`config.mk`:
```
export PLATFORM = sky130hd
export DESIGN_NAME = uart_tx_param
export DESIGN_NICKNAME = d
export VERILOG_FILES = /design/src/rtl/uart_tx_param.sv
export SDC_FILE = /design/constraint.sdc
export NUM_CORES = 1
export LEC_CHECK = 0
export ABC_AREA = 1
export CAP_MARGIN = 20
export CORE_ASPECT_RATIO = 0.6
export CORE_MARGIN = 10
export CORE_UTILIZATION = 53
export DETAILED_ROUTE_END_ITERATION = 8
export PLACE_DENSITY = 0.72
export SLEW_MARGIN = 20
export SYNTH_ARGS = -nofsm -noshare
export SYNTH_HDL_FRONTEND = slang
export SYNTH_SLANG_ARGS = --single-unit
```
`constraint.sdc`:
```
create_clock -name clk -period 6 [get_ports clk]
set_clock_uncertainty 0.15 [all_clocks]
set_input_delay 1.5 -clock clk [delete_from_list [all_inputs] [get_ports clk]]
set_output_delay 1.5 -clock clk [all_outputs]
set_load 0.005 [all_outputs]
```
`src/rtl/uart_tx_param.sv`:
```
// UART transmitter: FIFO-buffered, runtime parity/stop-bit selection, registered glitch-free line.
// Frame config is captured at the pop so mid-frame input changes only affect later frames.
`timescale 1ns/1ps
module uart_tx_param #(
   parameter int DATA_W       = 8,
   parameter int CLKS_PER_BIT = 434,
   parameter int FIFO_DEPTH   = 4
) (
   input  logic              clk,
   input  logic              rst,
   input  logic              wr_en,
   input  logic [DATA_W-1:0] wr_data,
   input  logic [1:0]        parity_mode,
   input  logic              stop2,
   output logic              full,
   output logic              empty,
   output logic              busy,
   output logic              overflow,
   output logic              tx_done,
   output logic              tx
);
   localparam int PW = $clog2(FIFO_DEPTH);
   localparam int CW = $clog2(CLKS_PER_BIT);
   localparam int IW = $clog2(DATA_W);
   localparam logic [PW:0]   CNT_FULL = (PW+1)'(FIFO_DEPTH);
   localparam logic [CW-1:0] BIT_LAST = CW'(CLKS_PER_BIT - 1);
   localparam logic [IW-1:0] IDX_LAST = IW'(DATA_W - 1);

   typedef enum logic [2:0] {IDLE, START, DATA, PARITY, STOP} state_t;

   logic [DATA_W-1:0] fifo_q [FIFO_DEPTH];
   logic [PW-1:0]     wptr_q, rptr_q;
   logic [PW:0]       cnt_q, cnt_d;
   logic              full_q, empty_q, ovf_q;
   logic              push, pop, load;

   state_t            state_q, state_d;
   logic [CW-1:0]     bit_cnt_q, bit_cnt_d;
   logic [IW-1:0]     idx_q, idx_d;
   logic [DATA_W-1:0] shift_q, shift_d, head;
   logic              parbit_q, parbit_d;
   logic [1:0]        pmode_q, pmode_d;
   logic              stop2_q, stop2_d;
   logic              tx_q, tx_d, busy_q, done_q, done_d;
   logic              bit_end, has_par;

   assign push    = wr_en & ~full_q;
   assign head    = fifo_q[rptr_q];
   assign bit_end = (bit_cnt_q == BIT_LAST);
   assign has_par = (pmode_q == 2'd1) || (pmode_q == 2'd2);

   always_comb begin
      cnt_d = cnt_q;
      if (push && !pop) begin
         cnt_d = cnt_q + (PW+1)'(1);
      end else if (pop && !push) begin
         cnt_d = cnt_q - (PW+1)'(1);
      end
   end

   // A write while full is dropped even if a pop frees a slot in the same cycle.
   always_ff @(posedge clk or negedge rst) begin
      if (!rst) begin
         wptr_q  <= '0;
         rptr_q  <= '0;
         cnt_q   <= '0;
         full_q  <= 1'b0;
         empty_q <= 1'b1;
         ovf_q   <= 1'b0;
      end else begin
         if (push) wptr_q <= wptr_q + PW'(1);
         if (pop)  rptr_q <= rptr_q + PW'(1);
         cnt_q   <= cnt_d;
         full_q  <= (cnt_d == CNT_FULL);
         empty_q <= (cnt_d == '0);
         ovf_q   <= wr_en & full_q;
      end
   end

   always_ff @(posedge clk) begin
      if (push) fifo_q[wptr_q] <= wr_data;
      shift_q  <= shift_d;
      parbit_q <= parbit_d;
   end

   always_comb begin
      state_d   = state_q;
      bit_cnt_d = bit_cnt_q;
      idx_d     = idx_q;
      shift_d   = shift_q;
      parbit_d  = parbit_q;
      pmode_d   = pmode_q;
      stop2_d   = stop2_q;
      load      = 1'b0;
      pop       = 1'b0;
      case (state_q)
         IDLE: load = ~empty_q;
         START: begin
            if (bit_end) begin
               state_d   = DATA;
               bit_cnt_d = '0;
               idx_d     = '0;
            end else begin
               bit_cnt_d = bit_cnt_q + CW'(1);
            end
         end
         DATA: begin
            if (bit_end) begin
               bit_cnt_d = '0;
               shift_d   = shift_q >> 1;
               if (idx_q == IDX_LAST) begin
                  idx_d   = '0;
                  state_d = has_par ? PARITY : STOP;
               end else begin
                  idx_d = idx_q + IW'(1);
               end
            end else begin
               bit_cnt_d = bit_cnt_q + CW'(1);
            end
         end
         PARITY: begin
            if (bit_end) begin
               state_d   = STOP;
               bit_cnt_d = '0;
               idx_d     = '0;
            end else begin
               bit_cnt_d = bit_cnt_q + CW'(1);
            end
         end
         STOP: begin
            if (bit_end) begin
               bit_cnt_d = '0;
               if (idx_q == {{(IW-1){1'b0}}, stop2_q}) begin
                  state_d = IDLE;
                  idx_d   = '0;
                  load    = ~empty_q;
               end else begin
                  idx_d = idx_q + IW'(1);
               end
            end else begin
               bit_cnt_d = bit_cnt_q + CW'(1);
            end
         end
         default: state_d = IDLE;
      endcase
      // Pop path is shared by IDLE and the last stop cycle, giving zero-gap back-to-back frames.
      if (load) begin
         pop       = 1'b1;
         shift_d   = head;
         parbit_d  = (^head) ^ (parity_mode == 2'd2);
         pmode_d   = parity_mode;
         stop2_d   = stop2;
         state_d   = START;
         bit_cnt_d = '0;
         idx_d     = '0;
      end
   end

   always_comb begin
      tx_d = 1'b1;
      case (state_d)
         START:   tx_d = 1'b0;
         DATA:    tx_d = shift_d[0];
         PARITY:  tx_d = parbit_d;
         default: tx_d = 1'b1;
      endcase
      done_d = (state_d == STOP) && (bit_cnt_d == BIT_LAST) &&
               (idx_d == {{(IW-1){1'b0}}, stop2_d});
   end

   always_ff @(posedge clk or negedge rst) begin
      if (!rst) begin
         state_q   <= IDLE;
         bit_cnt_q <= '0;
         idx_q     <= '0;
         pmode_q   <= 2'd0;
         stop2_q   <= 1'b0;
         tx_q      <= 1'b1;
         busy_q    <= 1'b0;
         done_q    <= 1'b0;
      end else begin
         state_q   <= state_d;
         bit_cnt_q <= bit_cnt_d;
         idx_q     <= idx_d;
         pmode_q   <= pmode_d;
         stop2_q   <= stop2_d;
         tx_q      <= tx_d;
         busy_q    <= (state_d != IDLE);
         done_q    <= done_d;
      end
   end

   assign full     = full_q;
   assign empty    = empty_q;
   assign overflow = ovf_q;
   assign busy     = busy_q;
   assign tx_done  = done_q;
   assign tx       = tx_q;
endmodule

```
* After elaboration in Yosys (flattened, before gate mapping)
Memory sizes are Yosys's and may differ from the RTL's. Cells that the tools add are included.
Cells by class: shift operators 0, add/subtract/negate cells 6, muxes and demuxes 33, magnitude comparators 0, bitwise gates (word level) 5, equality and inequality tests 17, divide/modulo/power cells 0, $mul 0, reductions and logical operators 16
Operators by type and width (count):
- 2-to-1 mux 3 bit | 16
- 2-to-1 mux 9 bit | 3
- 2-to-1 mux 8 bit | 3
- equality test 9 bit, second input constant | 2
- case mux 3 bit (5 select lines) | 1
- equality test 3 x 2 -> 1 bit, second input constant | 4
- equality test 3 bit, second input constant | 4
- adder 9 x 1 -> 9 bit, second input constant | 1
- case mux 3 bit (3 select lines) | 1
- parity 8 bit | 1
- 2-to-1 mux 1 bit | 7
- adder 3 x 1 -> 3 bit, second input constant | 2
- equality test 3 x 1 -> 1 bit | 2
- equality test 3 x 1 -> 1 bit, second input constant | 2
- logical NOT 3 bit | 2
- adder 2 x 1 -> 2 bit, second input constant | 2
- equality test 2 bit, second input constant | 2
- logical AND 1 bit | 4
- nonzero test 2 bit | 2
- OR reduction 4 bit | 1
- case mux 1 bit (3 select lines) | 1
- nonzero test 3 bit | 1
- subtractor 3 x 1 -> 3 bit, second input constant | 1
- bitwise AND 1 bit | 2
- other kinds (8) | 10
Storage, ports and cells: bits in latches 0, memories 1, output and inout port bits 6, memory bits (writable) 32, flip-flop bits (word level) 40, logic and storage cells 95, input port bits 14, memory bits (read-only) 0
Memories:
- fifo_q | depth 4, width 8, read ports 1, clocked after memory_dff 0, write ports 1, line 31 | logic [DATA_W-1:0] fifo_q [FIFO_DEPTH];

* Depth between registers and ports, before layout
word-level depth 10, depth in mapped cells 15, gate-level depth less buffers 15

* Least setup slack after synthesis
No wires, ideal clock.
path kind input to register, start point in wr_en, end point mem fifo_q[0][0], enable pin, stages 4, data required time 5.479 ns, library setup time 0.371 ns, path buffers 0, setup slack 3.079 ns, arrival time 2.401 ns, cells stage by stage inv_1 nor2_1 inv_1 nor2_1
Between the ends: longest elaborated chain between the ends 3
Ends and longest elaborated chain:
- from (decl) | line 11 | input logic wr_en,
- bitwise AND 1 bit | line 47 | assign push = wr_en & ~full_q;
- 2-to-1 mux 1 bit | line 81 | if (push) fifo_q[wptr_q] <= wr_data;
- 2-to-1 mux 1 bit (implied by the code) | line 81
- to (decl) | line 31
No other way between the ends.

* Worst setup path in the final report
start point in wr_en, end point mem fifo_q[2][5], enable pin
The elaborated chain is that of the path after synthesis.

==> results.md <==
- Status: complete, no violations
- RR Startpoint: rptr_q[0]
- Crit path launch: wr_en
- Max-Cap Viols: 0
- Synth Net Count: between 400 and 500
- Worst path depth: 5
- Critical path, cell by cell: clkdlybuf4s50_1 > inv_1 > nor2_1 > inv_1 > nor2_1
- Remaining DRCs: 0
- Commonest cells after routing, fill and taps aside: nand2_1 (158), inv_1 (56), nand3_1 (46)
- Max Freq: 0.298 GHz
- Layout cells sized above 1: between 10% and 20%
- Row count: 23
- Layout net count: around 510
- Met3 global-route usage: 5.65%
- Pins Over Slew Limit: 0
- TritonRoute pass-1 iters: 5
- Avg Cell Area, Syn: 8.38 um^2
- Worst hold-check path type: reg2reg
- Final setup vio count: 0
- Register area: 1990 um^2
- RSZ-0062 raised after global routing: false
- Die height: 86.0 um
- HPWL after DPL: 6.47 mm
- Worst r2r dst: tx
- Initial antenna violation count: 0
- Clk slew on worst S/H paths: 0.06 ns
- Met1 Usage GRT: between 20 and 30%
- Ant diodes: 0
- GR Layer Usage met2: between 20% and 30%
- Total track usage: approximately 17%
- Sequential share of the synthesized area: around 52%
- TritonCTS Buffers: 9
- GP Congestion: ~0.90
- Top Ports: 20
- Slew margin rel.: a little over half
- Crit path time final: around 3.4 ns
- CP peak stage delay: between 0.5 and 0.6 ns
- Pwr dens: 321 nW/um^2
- Placed inst area: roughly 4100 um^2
- Via density: ~5.3
- Initial DRC count: approximately 370
- Critical path arrival: 3.17 ns
- Count of cell types in the netlist: 35
- Reg2reg path depth: 13
- Layout area overhead: 14.0%
- Die width: 130 um
- Peak VDD IR: 0.245 mV
- H-Tree Level Count: 3
- Pre-CTS setup slack: 2.28 ns
- Initial Util: a little under three fifths
- Setup bufs post-CTS: 0
- Total Power: roughly 1.4 mW
- Via count: just over 3000
- WS Path Type: in2reg
- Largest area contributor in the netlist: edfxtp_1
- Synth top area cells: edfxtp_1 (30%), dfrtp_1 (19%), nand2_1 (15%)
- Synth top area share: between 30% and 40%
- Gr busiest metal: met1
- Port Buffers: 19
- Worst Tran Pin Value: slightly above 0.7 ns
- Startpoint Class: primary input
- Crit end category: flop
- Yosys reg bits: just over 70
- Leakage: 2.07 nW
- CP endpoint: fifo_q[2][5]
- First-pass GRT wire length: between 10 and 15 mm
- WL final: between 8 and 9 mm
- Fraction of registers with async set/reset: 43.1%
- Post-cts resize count: 0
- Core footprint: around 7000 um^2
- Period utilization: a little under three fifths
- Routed len/inst: between 10 and 15 um
- WP buf/inv: 3
- Hold slack: approximately 0.38 ns
- Final WS setup: ~2.6 ns
- Post-DRT Antenna Nets: 0
- Crit path max-delay family: simple AND/OR/NAND/NOR gates
- Yosys warns: 0
- Post-route cell area: around 4400 um^2
- Vias in the first global route: between 2000 and 3000
- Cells after synthesis: approximately 460
- Clk_lat worst skew: ~0.33 ns
- GRT Residual Overflow: 0
- Synth Cell Area: between 3000 and 4000 um^2
- CTS tree: built
- # fillers: 575
- Register-to-Register Setup Slack: about 3.2 ns
- Die ar.: 11200 um^2
- Clock sink count: a little over 70
- Multi-input logic area: ~1600 um^2
- EDFF count, synth: 39
- Final Hold Vio Count: 0
- Setup tns final: 0 ns
- CP Max Fanout: 8
- Most common cell after layout, fill and taps aside: nand2_1
- Root Driver: clkbuf_16
- Main flop type after synthesis: edfxtp_1
- Cts hold-fix bufs: 0
- CP max-delay cell: nor2_1
- Worst path required time: between 5 and 6 ns
- Largest net degree at the start of global routing: 32
- Clock buffer depth: 2
-- area by class of cell --
cell class	instances	area share, %
Sequential cell	72	45.4
Clock buffer	9	5.14
Tap cell	87	2.48
Inverter	66	5.71
Multi-Input combinational cell	314	35.7
Clock inverter	7	1.08
Timing Repair Buffer	20	4.51
-- worst reg2reg max path, cell delays in order, from the launching register on --
cell	delay (ns)
dfrtp_1	0.75
clkinv_1	0.62
nand2_1	0.24
nand3_1	0.09
nand2_1	0.11
nand2_1	0.06
nand2_1	0.09
nand3_1	0.15
nand2_1	0.11
nand2_1	0.05
nand3_1	0.07
nand3_1	0.10
nand3_1	0.09
nand3_1	0.08
-- worst min path at each step --
| stage | endpoint | depth (start not counted) | slack, ns | from |
|---|---|---|---|---|
| floorplan | pmode_q[0] | 2 | 0.31 | pmode_q[0] |
| global placement | pmode_q[0] | 2 | 0.34 | pmode_q[0] |
| detailed placement | pmode_q[0] | 2 | 0.34 | pmode_q[0] |
| CTS | pmode_q[1] | 2 | 0.38 | pmode_q[1] |
| global route | wptr_q[0] | 1 | 0.42 | wptr_q[0] |
| finish | pmode_q[0] | 2 | 0.38 | pmode_q[0] |
-- state kept, by name, indices dropped and copies added, names as in the netlist --
register,count
idx_q,3
tx,1
empty,1
tx_done,1
stop2_q,1
full,1
fifo_q,32
cnt_q,3
wptr_q,2
parbit_q,1
state_q,3
overflow,1
busy,1
shift_q,8
bit_cnt_q,9
rptr_q,2
pmode_q,2
-- layer usage --
layer  part of all wire [%]  vias to the layer above  wire (um)
met3                     12                       12        991
met1                     49                     1385       4200
li1                       -                     1510          -
met2                     39                      134       3310
met4                    1.0                        0         87
met5                      0                        -          0
-- synthesized netlist by cell type, types with 3 or more instances --
library cell and number:
dfrtp_1 29, nand3_2 3, edfxtp_1 39, o21ai_1 3
o21ai_0 13, inv_1 56, xor2_1 8, buf_2 4
ha_1 10, nand4_1 3, nor3_1 5, inv_2 8
nand2_4 4, a21oi_1 4, nand3_1 46, nand2_1 158
nor2_1 36, nor3_2 3, nand2_2 3, o21ai_2 3
-- power breakdown --
part | switching [mW] | total [mW] | leakage, nW | internal [mW]
logic | 0.177 | 0.282 | 1.19 | 0.104
clock network | 0.205 | 0.484 | 0.123 | 0.279
registers | 0.0369 | 0.640 | 0.758 | 0.603
-- cells by family (layout without fill, tap and decap cells) --
family,Yosys count,in the layout,synth area share (%)
adders and majority gates,10,10,3.25
and+or+nand+nor,270,270,31.3
buffers and inverters,73,102,7.61
AOI/OAI and AO/OA,24,24,3.84
xor gates and xnor gates,10,10,2.28
DFF,72,72,51.7
-- per-stage QoR --
stage / instances / utilization (%)
6_report: 575 / 64.0
5_1_grt: 575 / 64.0
4_1_cts: 575 / 64.0
3_5_place_dp: 559 / 60.0
3_3_place_gp: 559 / 60.0
2_1_floorplan: 459 / -
Note: power is estimated with default switching activity, not from simulation.
